`src/rtl/alu_result_bcd_conv_pkg.sv`:
```
// rtl/alu_result_bcd_conv_pkg.sv - shared types and constants for the ALU result BCD converter
package alu_result_bcd_conv_pkg;

  typedef enum logic {
    IDLE  = 1'b0,
    SHIFT = 1'b1
  } state_t;

  localparam int DEF_DATA_WIDTH = 8;
  localparam int DEF_DIGITS     = 3;
  localparam int WORK_WIDTH     = 4 * DEF_DIGITS + DEF_DATA_WIDTH;

  localparam logic [3:0] BCD_BLANK_NIBBLE = 4'hF;

endpackage

```
`src/rtl/alu_result_bcd_conv_bcd_add3.sv`:
```
// rtl/alu_result_bcd_conv_bcd_add3.sv - double-dabble nibble correction (+3 when nibble >= 5)
module bcd_add3 (
  input  logic [3:0] din,
  output logic [3:0] dout
);

  always_comb begin
    dout = din;
    if (din >= 4'd5) dout = din + 4'd3;
  end

endmodule

```
`src/rtl/alu_result_bcd_conv.sv`:
```
// rtl/alu_result_bcd_conv.sv - sequential shift-add-3 binary to packed BCD converter
// Optional: BCD_OVERFLOW_BLANK_EN writes all-F digits when the latched overflow is set.
module alu_result_bcd_conv
  import alu_result_bcd_conv_pkg::*;
#(
  parameter int DATA_WIDTH = DEF_DATA_WIDTH,
  parameter int DIGITS     = DEF_DIGITS
) (
  input  logic                  clk,
  input  logic                  reset,
  input  logic                  start,
  input  logic [DATA_WIDTH-1:0] result,
  input  logic                  sign,
  input  logic                  overflow,
  output logic                  busy,
  output logic                  done,
  output logic [4*DIGITS-1:0]   bcd,
  output logic                  sign_out,
  output logic                  overflow_out
);

  localparam int WW = 4 * DIGITS + DATA_WIDTH;
  localparam int CW = $clog2(DATA_WIDTH + 1);

  state_t          state;
  logic [WW-1:0]   work;
  logic [WW-1:0]   work_adj;
  logic [WW-1:0]   work_next;
  logic [CW-1:0]   count;
  logic [4*DIGITS-1:0] bcd_final;
  logic            unused_work_msb;

  // Correct every BCD nibble in parallel; the binary field passes straight through.
  for (genvar g = 0; g < DIGITS; g++) begin : g_add3
    bcd_add3 u_add3 (
      .din  (work[DATA_WIDTH + 4*g +: 4]),
      .dout (work_adj[DATA_WIDTH + 4*g +: 4])
    );
  end
  assign work_adj[DATA_WIDTH-1:0] = work[DATA_WIDTH-1:0];

  assign work_next       = {work_adj[WW-2:0], 1'b0};
  assign unused_work_msb = work_adj[WW-1];

`ifdef BCD_OVERFLOW_BLANK_EN
  assign bcd_final = overflow_out ? {DIGITS{BCD_BLANK_NIBBLE}}
                                  : work_next[WW-1 -: 4*DIGITS];
`else
  assign bcd_final = work_next[WW-1 -: 4*DIGITS];
`endif

  always_ff @(posedge clk or posedge reset) begin
    if (reset) begin
      state        <= IDLE;
      work         <= '0;
      count        <= '0;
      busy         <= 1'b0;
      done         <= 1'b0;
      bcd          <= '0;
      sign_out     <= 1'b0;
      overflow_out <= 1'b0;
    end else begin
      done <= 1'b0;
      case (state)
        IDLE: begin
          if (start) begin
            work         <= {{(4*DIGITS){1'b0}}, result};
            sign_out     <= sign;
            overflow_out <= overflow;
            count        <= CW'(DATA_WIDTH);
            busy         <= 1'b1;
            state        <= SHIFT;
          end
        end
        SHIFT: begin
          work  <= work_next;
          count <= count - CW'(1);
          if (count == CW'(1)) begin
            bcd   <= bcd_final;
            done  <= 1'b1;
            busy  <= 1'b0;
            state <= IDLE;
          end
        end
        default: state <= IDLE;
      endcase
    end
  end

endmodule

```
`config.mk`:
```
export PLATFORM = sky130hd
export DESIGN_NAME = alu_result_bcd_conv
export DESIGN_NICKNAME = d
export VERILOG_FILES = /design/src/rtl/alu_result_bcd_conv_pkg.sv /design/src/rtl/alu_result_bcd_conv_bcd_add3.sv /design/src/rtl/alu_result_bcd_conv.sv
export SDC_FILE = /design/constraint.sdc
export NUM_CORES = 1
export LEC_CHECK = 0
export BUFFER_PORTS_ARGS = -buffer_cell sky130_fd_sc_hd__buf_2
export CAP_MARGIN = 20
export CORE_MARGIN = 2
export CORE_UTILIZATION = 48
export DETAILED_ROUTE_END_ITERATION = 12
export HOLD_SLACK_MARGIN = 0.1
export PLACE_DENSITY = 0.71
export SLEW_MARGIN = 20
export SYNTH_ARGS = -nofsm -noshare
export SYNTH_HDL_FRONTEND = slang
export SYNTH_SLANG_ARGS = --single-unit
```
`constraint.sdc`:
```
create_clock -name clk -period 1.9 [get_ports clk]
set_input_delay 0.285 -clock clk [delete_from_list [all_inputs] [get_ports clk]]
set_output_delay 0.285 -clock clk [all_outputs]
set_load 0.005 [all_outputs]
```
==> results.sh <==
export IMPL_run_status="finished, final reports clean"
export IMPL_ys_seq_elements=41
export IMPL_area_growth_pct=13.2
export IMPL_final_setup_worst_slack_ps=349
export IMPL_initial_drc_count=85
export IMPL_finalCritPeriodShare=0.816
export IMPL_cts_made_buffers=5
export IMPL_htree_num_levels=2
export IMPL_totalWireLength_mm=3.25
export IMPL_critical_path_max_stage_delay_ps=430
export IMPL_die_w_um=67.9
export IMPL_number_of_i_o_port_buffers=28
export IMPL_clkLatencyLatePin_ps=290
export IMPL_post_cts_hold_buffer_count=0
export IMPL_core_area_sq_um=3970
export IMPL_final_instance_count_excl_fill=264
export IMPL_gr_total_overflow=0
export IMPL_die_height_um=67.9
export IMPL_drt_wirelength_per_cell_um=12.3
export IMPL_seq_area_frac_synth=0.524
export IMPL_layout_commonest_cell="sky130_fd_sc_hd__dfrtp_1"
export IMPL_final_setup_viol_count=0
export IMPL_finalWeightedCongestion=0.809
export IMPL_inserted_diodes=0
export IMPL_worst_setup_hold_path_clk_slew_ps=70
export IMPL_min_delay_path_class="primary input to asynchronous set/reset pin"
export IMPL_syn_area_sq_um=1960
export IMPL_clockBufferDepth=2
export IMPL_postRouteAntennaNets=0
export IMPL_final_period_minus_worst_setup_slack_ps=1550
export IMPL_drv_slew=0
export IMPL_first_global_vias=1345
export IMPL_final_hold_violation_count=0
export IMPL_first_pass_iters=4
export IMPL_grt_usage=0.172
export IMPL_placement_setup_worst_slack_ps=333
export IMPL_clk_root_buffer_cell="sky130_fd_sc_hd__clkbuf_8"
export IMPL_io_pins=29
export IMPL_place_detailed_hpwl_mm=2.26
export IMPL_synth_warnings=0
export IMPL_vias_per_instance=5.07
export IMPL_setup_tns_ps=0
export IMPL_post_synth_num_cell_types=30
export IMPL_worstSetupStartpointType="register"
export IMPL_floorplan_die_area_sq_um=4600
export IMPL_syn_instance_count=184
export IMPL_synth_main_ff_cell="sky130_fd_sc_hd__dfrtp_1"
export IMPL_drv_cap=0
export IMPL_drc_errors=0
export IMPL_most_common_layout_cells="sky130_fd_sc_hd__dfrtp_1, sky130_fd_sc_hd__buf_2, sky130_fd_sc_hd__nand2_1"
export IMPL_max_freq_mhz=645
export IMPL_vdd_drop_max_uv=623
export IMPL_path_class="register to register"
export IMPL_layout_nets=235
export IMPL_post_cts_resize_count=0
export IMPL_nFillCells=361
export IMPL_synth_edf_count=0
export IMPL_post_cts_setup_buffers=0
export IMPL_regToRegEndpoint="work[14]"
export IMPL_worstPathCellList="ha_1 > nand2b_1 > a21oi_2 > mux2_2 > o21ai_0"
export IMPL_unrepaired_setup_endpoints_after_global_routing="false"
export IMPL_postPlaceCellArea_sq_um=2130
export IMPL_worst_pin_slew_ps=504
export IMPL_clock_sinks=41
export IMPL_synthesized_nets=205
export IMPL_floorplan_initialDensity=0.493
export IMPL_r2r_worst_path_cells=5
export IMPL_mean_instance_size_in_the_synthesized_netlist_sq_um=10.6
export IMPL_postLayoutCellArea_sq_um=2220
export IMPL_crit_reg_reg_startpoint="work[12]"
export IMPL_timing_max_slew_rel_slack=0.664
export IMPL_grt_pass1_wl_mm=5.89
export IMPL_r2r_slack_ps=350
export IMPL_power_density_nw_per_um2=1660
export IMPL_worst_setup_path_end_kind="register"
export IMPL_cp_slowest_cell="sky130_fd_sc_hd__dfrtp_1"
export IMPL_rows=23
export IMPL_drive_gt1_frac=0.248
export IMPL_clock_skew_ps=5.96
export IMPL_crit_fanout=5
export IMPL_cts_tree="yes"
export IMPL_grt_start_max_net_pins=42
export IMPL_detailroute_via_count=1339
export IMPL_synthArstFlopShare=1.00
export IMPL_place_detailed_instances=257
export IMPL_leakagePower_uw=0.00108
export IMPL_arrival_ps=1760
export IMPL_antenna_found_initial=0
export IMPL_timing_critical_path_required_ps=2110
## Yosys cell counts (all sizes together), types with 6 or more instances
cell type | instances | area share
dfrtp | 41 | 0.52
nand2 | 27 | 0.052
o21ai | 17 | 0.043
inv | 13 | 0.026
nor2 | 11 | 0.024
mux2i | 10 | 0.051
a21oi | 9 | 0.029
ha | 8 | 0.051
mux2 | 8 | 0.054
buf | 6 | 0.023
o22ai | 6 | 0.019
## how the worst max path moves through the flow
stage / end / start / cells after the start
finish: work[14] / work[12] / 5
global route: bcd[6] / work[12] / 6
floorplan: bcd[6] / work[12] / 5
detailed placement: bcd[6] / work[12] / 5
CTS: bcd[6] / work[12] / 5
global placement: bcd[6] / work[12] / 5
## cell families (layout without fill, tap and decap cells)
group | Yosys count | in the layout | share of synthesized area
XOR/XNOR | 3 | 3 | 0.0134
AND/OR/NAND/NOR | 52 | 52 | 0.127
flip-flops | 41 | 41 | 0.524
AO/OA/AOI/OAI | 41 | 41 | 0.126
multiplexers | 18 | 18 | 0.105
buffers and inverters | 21 | 51 | 0.0531
adder cells (fa/ha/maj) | 8 | 8 | 0.0512
## critical path: cells and delay by family (launching register included)
| family | cells | cell delay [ps] |
|---|---|---|
| AND/OR/NAND/NOR | 1 | 160 |
| multiplexers | 1 | 360 |
| adder cells (fa/ha/maj) | 1 | 210 |
| AO/OA/AOI/OAI | 2 | 320 |
| flip-flops | 1 | 430 |
## layout make-up
| type | instances | area, sq um | area share |
|---|---|---|---|
| multi-input cells | 122 | 827 | 0.373 |
| repair buffers | 31 | 163 | 0.0734 |
| clock buffers | 7 | 86.3 | 0.0390 |
| inverters | 13 | 51.3 | 0.0232 |
| flip-flops and latches | 41 | 1030 | 0.463 |
| well taps | 50 | 62.6 | 0.0282 |
## routing by layer
layer,share of wire,up-vias,GRT usage
met5,0,-,0
li1,-,689,-
met2,0.47,16,0.282
met4,0.022,0,0.0825
met1,0.48,627,0.219
met3,0.028,7,0.0329
## flip-flops by register name, indices dropped and copies added (netlist names)
signal        cells
state             1
sign_out          1
bcd              12
overflow_out      1
busy              1
count             4
done              1
work             20
## report_power, final
part | internal, uW | leakage (uW) | total (uW) | switching, uW
Combinational | 780 | 0.000526 | 1550 | 774
Sequential | 1270 | 0.000514 | 1550 | 286
Clock | 288 | 0.0000443 | 566 | 278
## metrics by stage
| stage | util | power (uW) | hold slack (ps) |
|---|---|---|---|
| floorplan | - | 2760 | 437 |
| global placement | 0.536 | 3120 | 441 |
| detailed placement | 0.536 | 3150 | 442 |
| CTS | 0.558 | 3720 | 125 |
| global route | 0.558 | 4030 | 179 |
| finish | 0.558 | 3670 | 107 |
Power figures use the tool's default switching activity.
